$ cat src/rtl/uart_pkg.sv
// Shared definitions for the UART receiver and its control_unit consumer:
// FSM encoding, MMIO addresses and status bit positions in the receive word.
package uart_pkg;

    typedef enum logic [1:0] {
        IDLE  = 2'd0,
        START = 2'd1,
        DATA  = 2'd2,
        STOP  = 2'd3
    } uart_state_t;

    localparam logic [31:0] UART_ADDR = 32'h70;
    localparam logic [31:0] LEDS_ADDR = 32'h78;

    localparam int VALID_BIT = 8;
    localparam int OVR_BIT   = 9;
    localparam int FERR_BIT  = 10;

    function automatic logic [31:0] pack_rx_word(input logic [7:0] rx_byte,
                                                 input logic valid,
                                                 input logic ovr,
                                                 input logic ferr);
        logic [31:0] w;
        w              = 32'h0;
        w[7:0]         = rx_byte;
        w[VALID_BIT]   = valid;
        w[OVR_BIT]     = ovr;
        w[FERR_BIT]    = ferr;
        return w;
    endfunction

endpackage

$ cat src/rtl/uart_rx_mmio_if.sv
// Receiver-side MMIO/handshake bundle between the serial line, the
// receiver and control_unit.
interface uart_rx_mmio_if;
    logic        rx;
    logic        uart_read_end;
    logic [31:0] data_out;
    logic        int_sig;
    logic        busy;

    modport slave (
        input  rx,
        input  uart_read_end,
        output data_out,
        output int_sig,
        output busy
    );

    modport master (
        output rx,
        output uart_read_end,
        input  data_out,
        input  int_sig,
        input  busy
    );
endinterface

$ cat src/rtl/uart_bit_timer.sv
// Loadable down-counter shared by the half-bit and full-bit intervals;
// o_tick is high while the count sits at zero.
module uart_bit_timer #(
    parameter int W = 9
) (
    input  logic         clk,
    input  logic         rst,
    input  logic         i_load,
    input  logic [W-1:0] i_load_val,
    output logic         o_tick
);
    logic [W-1:0] r_count;

    always_ff @(posedge clk) begin
        if (rst)
            r_count <= '0;
        else if (i_load)
            r_count <= i_load_val;
        else if (r_count != '0)
            r_count <= r_count - 1'b1;
    end

    assign o_tick = (r_count == '0);
endmodule

$ cat src/rtl/uart_rx_mmio.sv
// 8N1 UART receiver exposing one memory-mapped receive word with sticky
// overrun/frame-error flags and a level interrupt acknowledged by uart_read_end.
module uart_rx_mmio
    import uart_pkg::*;
#(
    parameter int CLK_DIV     = 434,
    parameter int SYNC_STAGES = 2
) (
    input  logic            clk,
    input  logic            rst,
    uart_rx_mmio_if.slave   bus
);
    localparam int TW = $clog2(CLK_DIV);
    localparam logic [TW-1:0] HALF_LOAD = TW'(CLK_DIV / 2 - 1);
    localparam logic [TW-1:0] FULL_LOAD = TW'(CLK_DIV - 1);

    logic [SYNC_STAGES-1:0] r_sync;
    uart_state_t            r_state;
    logic [2:0]             r_bit_idx;
    logic [7:0]             r_shift;
    logic [7:0]             r_byte;
    logic                   r_valid;
    logic                   r_ovr;
    logic                   r_ferr;
    logic                   r_int;
    logic                   r_int_pend;
    logic                   r_guard;

    logic                   w_rx_s;
    logic                   w_ack;
    logic                   w_tick;
    logic                   w_load;
    logic [TW-1:0]          w_load_val;

    always_ff @(posedge clk) begin
        if (rst)
            r_sync <= '1;
        else
            r_sync <= {r_sync[SYNC_STAGES-2:0], bus.rx};
    end

    assign w_rx_s = r_sync[SYNC_STAGES-1];
    assign w_ack  = bus.uart_read_end;

    always_comb begin
        w_load     = 1'b0;
        w_load_val = FULL_LOAD;
        case (r_state)
            IDLE: begin
                w_load     = !r_guard && !w_rx_s;
                w_load_val = HALF_LOAD;
            end
            START, DATA: w_load = w_tick;
            default:     w_load = 1'b0;
        endcase
    end

    uart_bit_timer #(.W(TW)) u_timer (
        .clk        (clk),
        .rst        (rst),
        .i_load     (w_load),
        .i_load_val (w_load_val),
        .o_tick     (w_tick)
    );

    always_ff @(posedge clk) begin
        if (rst) begin
            r_state    <= IDLE;
            r_bit_idx  <= 3'd0;
            r_shift    <= 8'h00;
            r_byte     <= 8'h00;
            r_valid    <= 1'b0;
            r_ovr      <= 1'b0;
            r_ferr     <= 1'b0;
            r_int      <= 1'b0;
            r_int_pend <= 1'b0;
            r_guard    <= 1'b0;
        end else begin
            if (r_int_pend) begin
                r_int      <= 1'b1;
                r_int_pend <= 1'b0;
            end
            if (w_ack) begin
                r_valid    <= 1'b0;
                r_ovr      <= 1'b0;
                r_ferr     <= 1'b0;
                r_int      <= 1'b0;
                r_int_pend <= 1'b0;
            end
            case (r_state)
                IDLE: begin
                    // after a framing error, wait for the line to go high again
                    if (r_guard) begin
                        if (w_rx_s)
                            r_guard <= 1'b0;
                    end else if (!w_rx_s) begin
                        r_state <= START;
                    end
                end
                START: begin
                    if (w_tick) begin
                        if (w_rx_s) begin
                            r_state <= IDLE;
                        end else begin
                            r_state   <= DATA;
                            r_bit_idx <= 3'd0;
                        end
                    end
                end
                DATA: begin
                    if (w_tick) begin
                        r_shift   <= {w_rx_s, r_shift[7:1]};
                        r_bit_idx <= r_bit_idx + 3'd1;
                        if (r_bit_idx == 3'd7)
                            r_state <= STOP;
                    end
                end
                STOP: begin
                    if (w_tick) begin
                        r_state <= IDLE;
                        if (w_rx_s) begin
                            if (r_valid && !w_ack) begin
                                r_ovr <= 1'b1;
                            end else begin
                                r_byte  <= r_shift;
                                r_valid <= 1'b1;
                                // an ack in this cycle must still produce a fresh rising edge
                                if (w_ack && r_int) begin
                                    r_int      <= 1'b0;
                                    r_int_pend <= 1'b1;
                                end else begin
                                    r_int <= 1'b1;
                                end
                            end
                        end else begin
                            r_ferr  <= 1'b1;
                            r_guard <= 1'b1;
                        end
                    end
                end
                default: r_state <= IDLE;
            endcase
        end
    end

    assign bus.data_out = pack_rx_word(r_byte, r_valid, r_ovr, r_ferr);
    assign bus.int_sig  = r_int;
    assign bus.busy     = (r_state != IDLE);
endmodule
$ cat src/flat_wrapper.sv
// flat-port wrapper written by rule: the top's interface ports become plain ports
module uart_rx_mmio_flat import uart_pkg::*;
#(
    parameter int CLK_DIV     = 434,
    parameter int SYNC_STAGES = 2
)
  (clk, rst, bus_rx, bus_uart_read_end, bus_data_out, bus_int_sig, bus_busy);
  uart_rx_mmio_if bus_i ();
  input  logic clk;
  input  logic rst;
  input wire logic [$bits(bus_i.rx)-1:0] bus_rx;
  input wire logic [$bits(bus_i.uart_read_end)-1:0] bus_uart_read_end;
  output wire logic [$bits(bus_i.data_out)-1:0] bus_data_out;
  output wire logic [$bits(bus_i.int_sig)-1:0] bus_int_sig;
  output wire logic [$bits(bus_i.busy)-1:0] bus_busy;
  assign bus_i.rx = bus_rx;
  assign bus_i.uart_read_end = bus_uart_read_end;
  assign bus_data_out = bus_i.data_out;
  assign bus_int_sig = bus_i.int_sig;
  assign bus_busy = bus_i.busy;
  uart_rx_mmio #(.CLK_DIV(CLK_DIV), .SYNC_STAGES(SYNC_STAGES)) u_core (.clk(clk), .rst(rst), .bus(bus_i));
endmodule
$ cat config.mk
export PLATFORM = sky130hd
export DESIGN_NAME = uart_rx_mmio_flat
export DESIGN_NICKNAME = d
export VERILOG_FILES = /design/src/rtl/uart_pkg.sv /design/src/rtl/uart_rx_mmio_if.sv /design/src/rtl/uart_bit_timer.sv /design/src/rtl/uart_rx_mmio.sv /design/src/flat_wrapper.sv
export SDC_FILE = /design/constraint.sdc
export NUM_CORES = 1
export LEC_CHECK = 0
export ABC_AREA = 1
export BUFFER_PORTS_ARGS = -buffer_cell sky130_fd_sc_hd__buf_2
export CAP_MARGIN = 5
export CORE_MARGIN = 5
export CORE_UTILIZATION = 55
export CTS_CLUSTER_DIAMETER = 100
export DETAILED_ROUTE_END_ITERATION = 12
export HOLD_SLACK_MARGIN = 0.02
export PLACE_DENSITY = 0.88
export RECOVER_POWER = 50
export SETUP_SLACK_MARGIN = 0.5
export SLEW_MARGIN = 40
export SYNTH_ARGS = -nofsm -noshare
export SYNTH_HDL_FRONTEND = slang
export SYNTH_SLANG_ARGS = --single-unit
$ cat constraint.sdc
create_clock -name clk -period 3.1 [get_ports clk]
set_input_delay 0.155 -clock clk [delete_from_list [all_inputs] [get_ports clk]]
set_output_delay 0.155 -clock clk [all_outputs]
set_load 0.05 [all_outputs]
==> metrics list <==
* Hold slack final: 0.0689 ns
- Primary FF master, synth: sky130_fd_sc_hd__dfxtp_1
- The analysis attributes to cell leakage a power of 0.868 nW.
* DIE AREA: 4670 µm²
- Wire length of the first global-routing pass: 5810 µm
* Accumulated negative setup slack: 0 ns
- At the pin with the least slew margin, the transition time is 0.617 ns.
- Port buffering added 16 buffers.
- The share of total power dissipated in the clock network is 0.234.
- Routing usage on met3: 0.0427
- After global routing, the most crowded layer is met2.
- Wirelength per Cell: between 10 and 15 µm
* Clock tree from TritonCTS: yes
- Switching Share: 0.394
* Power density of the placed cells: 740 nW/µm²
* Biggest area contributors in the synthesized netlist: sky130_fd_sc_hd__dfxtp_1, sky130_fd_sc_hd__buf_4, sky130_fd_sc_hd__nand2_1
- Antenna diode count: 0
- The final route contains between 1500 and 2000 vias.
- The initialized floorplan defines 21 standard-cell rows.
- Synthesized area: roughly 1900 µm²
* Final antenna-violating net count: 0
- Class of the worst hold path: in -> reg
* Share of synthesized area occupied by flip-flops and latches: 0.407
* Global placer's final weighted congestion: 0.779
- Largest area contributor in the netlist: sky130_fd_sc_hd__dfxtp_1
* Setup repair after global routing missed its margin: false
- The portion of synthesized area spent on multiplexers is 0.
* Portion of the clock cycle consumed by the worst path in the final layout: 0.666
- Number of resized instances in the post-cts repair step: 0
* Hold Violations, Final: 0
- Combinational cell fraction of total power: 0.363
- For this block, the initial DRC count from the detailed router was 78.
* Number of global-route vias before repair: 1382
- Height of the die: ~70 µm
- In this run, synthesis inferred 0 flip-flops with an integrated enable.
* Biggest fanout along the worst timing path: 15
* Number of synthesized register bits: 38
- The routed design has 3350 µm of wire.
- For this configuration, the core starts out at a cell density of 0.565.
- In the final layout, the share of cells above drive strength 1 is 0.0840.
- Post-CTS timing repair inserted 0 buffers for setup.
- Area Growth Syn to Fin: 4.48%
* Die W: just under 70 µm
- The share of the synthesized area in compound gates (AO/OA/AOI/OAI) came to 0.110.
* Post-synth ARST share: 0
* Level count of the clock H-tree: 2
- In this run the power spent charging and discharging nets is between 0.0005 and 0.0006 W.
- Clock-pin slew was measured on the worst setup and hold paths at around 0.12 ns.
- Post-detail-place hpwl: 2460 µm
* WP data arrival: between 2 and 2.5 ns
- After global routing the overflow that remains totals 0.
- Of the total synthesized cell area, the portion taken by XOR and XNOR cells is 0.0187.
- Entering global routing, the biggest net connects 24 pins.
* Number of setup violations in the final report: 0
- In this run the tightest slew margin relative to its limit is 0.590.
- The first detailed-routing pass took 4 iterations.
- The clock reaches the later pin of the worst-skew pair after 0.35 ns.
- For this design the top-level I/O count stands at 38.
* Number of nets in the layout: 272
- Internal power of the cells: 0.000877 W
* Register share of total power: 0.403
- Counting along the longest clock path gives a buffer depth of 2.
- Largest clock skew in the final design: between 0.007 and 0.008 ns
- Of the total synthesized cell area, the portion taken by full adders, half adders and majority gates is 0.0468.
- Syn Area/Cell: 7.60 µm²
* Yosys cell types: 27
- CTS Root Buffer Type: sky130_fd_sc_hd__clkbuf_4
- Combinational family with the most area after synthesis: simple AND/OR/NAND/NOR gates
- Timing would allow up to approximately 480 MHz.
- YS warnings: 0
* Critical path capture point type: register
- Overall fraction of global-route tracks in use: 0.168
- Vias per inst: 4.89
- Startpoint-to-endpoint class of the critical path: reg -> reg
- The worst path needs a little over 2 ns of the cycle, external delays included.
- Core Footprint: approximately 3300 µm²
- Result of the run: complete, no violations
- VDD sags by at most ~0.37 mV.
- In the global route stage, met2 resource usage came out at 0.278.
- Of the total synthesized cell area, the portion taken by AND, OR, NAND and NOR gates is 0.261.
- Tracing the worst setup path back leads to its startpoint at u_core.u_timer.r_count[0].
- The startpoint identified for the worst register-to-register timing path is u_core.u_timer.r_count[0].
- Antenna violations before repair: 0
- The number of hold buffers added after CTS was 1.
- Kind of start point of the critical path: register
- The number of max-slew violations in the final report is 0.
- For the worst setup path, the data required time is 3.36 ns.
* Yosys top cell area share: 0.407
- Final routed DRC violation total: 0
* Total clock buffers created by CTS: 5
* HP Start: bus_uart_read_end
- MaxCap Viol Count: 0
* Met1 demand-to-capacity share in global routing: 0.190
* Number of instances in the synthesized netlist: 246
- Sinks on Clock Net: 38
-- flip-flops by register name, summed over array words and instances, names as in the netlist, named ones only --
name,flops
u_core.r_shift,8
u_core.bus.int_sig,1
u_core.r_guard,1
u_core.u_timer.r_count,9
u_core.r_valid,1
u_core.r_byte,8
u_core.r_ferr,1
u_core.r_bit_idx,3
u_core.r_sync,2
u_core.r_ovr,1
u_core.r_int_pend,1
u_core.r_state,1
-- logic make-up (layout without fill, tap and decap cells) --
logic type | count (synthesis) | count (layout)
buffers and inverters | 52 | 48
other | 1 | 21
XOR/XNOR | 4 | 4
adder cells (fa/ha/maj) | 7 | 7
AO/OA/AOI/OAI | 39 | 39
AND/OR/NAND/NOR | 105 | 105
flip-flops | 38 | 38
-- cells in the final DEF (no fill, tap or decap), drive strengths merged, types with 2 or more instances in the layout --
cell type,instances
a21oi,22
buf,3
clkbuf,18
clkinvlp,2
conb,21
dfxtp,38
ha,7
inv,23
nand2,42
nand3,20
nor2,36
nor3,3
o21ai,13
o31ai,2
or2,2
xnor2,4
-- critical path, cell delays in order (launching register included) --
cell	delay, ns
sky130_fd_sc_hd__dfxtp_1	0.32
sky130_fd_sc_hd__inv_1	0.13
sky130_fd_sc_hd__ha_1	0.21
sky130_fd_sc_hd__nand2_1	0.15
sky130_fd_sc_hd__nor3_4	0.53
sky130_fd_sc_hd__nand3_4	0.20
sky130_fd_sc_hd__nor2_8	0.19
sky130_fd_sc_hd__inv_4	0.08
sky130_fd_sc_hd__nor2_1	0.09
sky130_fd_sc_hd__nor2_1	0.05
-- final cells by class --
cell class              count  area, µm²
flip-flops and latches     38        761
clock buffers               5       37.5
fillers                   331       1360
repair buffers             17       73.8
clock inverters             3       45.0
well taps                  46       57.6
inverters                  23       88.8
multi-input cells         176        891
-- per-stage QoR --
| step | area (µm²) | instances | power (W) | setup slack, ns | util |
|---|---|---|---|---|---|
| 6_report | 1950 | 308 | 0.00145 | 1.04 | 0.590 |
| 4_1_cts | 1980 | 308 | 0.00146 | 1.08 | 0.597 |
| 5_1_grt | 1950 | 308 | 0.00155 | 0.763 | 0.590 |
| 3_3_place_gp | 1880 | 299 | 0.00111 | 1.18 | 0.569 |
| 3_5_place_dp | 1880 | 299 | 0.00112 | 1.09 | 0.569 |
| 2_1_floorplan | 1950 | 266 | 0.00106 | 1.47 | - |
-- power by group through the flow --
| stage | Sequential (W) | Combinational [W] | Clock, W |
|---|---|---|---|
| 2_1_floorplan | 0.000585 | 0.000478 | 0 |
| 3_3_place_gp | 0.000591 | 0.000520 | 0 |
| 3_5_place_dp | 0.000594 | 0.000528 | 0 |
| 4_1_cts | 0.000582 | 0.000532 | 0.000348 |
| 5_1_grt | 0.000589 | 0.000597 | 0.000367 |
| 6_report | 0.000583 | 0.000525 | 0.000338 |
-- synthesized netlist by cell type, types with 2 or more instances --
cell                       number
sky130_fd_sc_hd__a21oi_1       22
sky130_fd_sc_hd__buf_4         24
sky130_fd_sc_hd__clkbuf_1       4
sky130_fd_sc_hd__dfxtp_1       38
sky130_fd_sc_hd__ha_1           7
sky130_fd_sc_hd__inv_1         21
sky130_fd_sc_hd__nand2_1       39
sky130_fd_sc_hd__nand2_2        3
sky130_fd_sc_hd__nand3_1       19
sky130_fd_sc_hd__nor2_1        32
sky130_fd_sc_hd__nor2_2         3
sky130_fd_sc_hd__nor3_1         2
sky130_fd_sc_hd__o21ai_0       13
sky130_fd_sc_hd__o31ai_1        2
sky130_fd_sc_hd__or2_2          2
sky130_fd_sc_hd__xnor2_1        4
-- metal layers --
layer / wire (µm) / up-vias
li1: - / 779
met1: 1460 / 679
met2: 1600 / 37
met3: 193 / 10
met4: 93 / 0
met5: 0 / -
-- path summary, 6_finish.rpt --
path,slack (ns),endpoint,cells past startpoint
min reg2reg,0.42,u_core.r_sync[1],1
min,0.07,u_core.r_int_pend,3
max reg2reg,1.04,u_core.r_byte[2],9
max,1.04,u_core.r_byte[2],9
(Power assumes the default switching activity.)
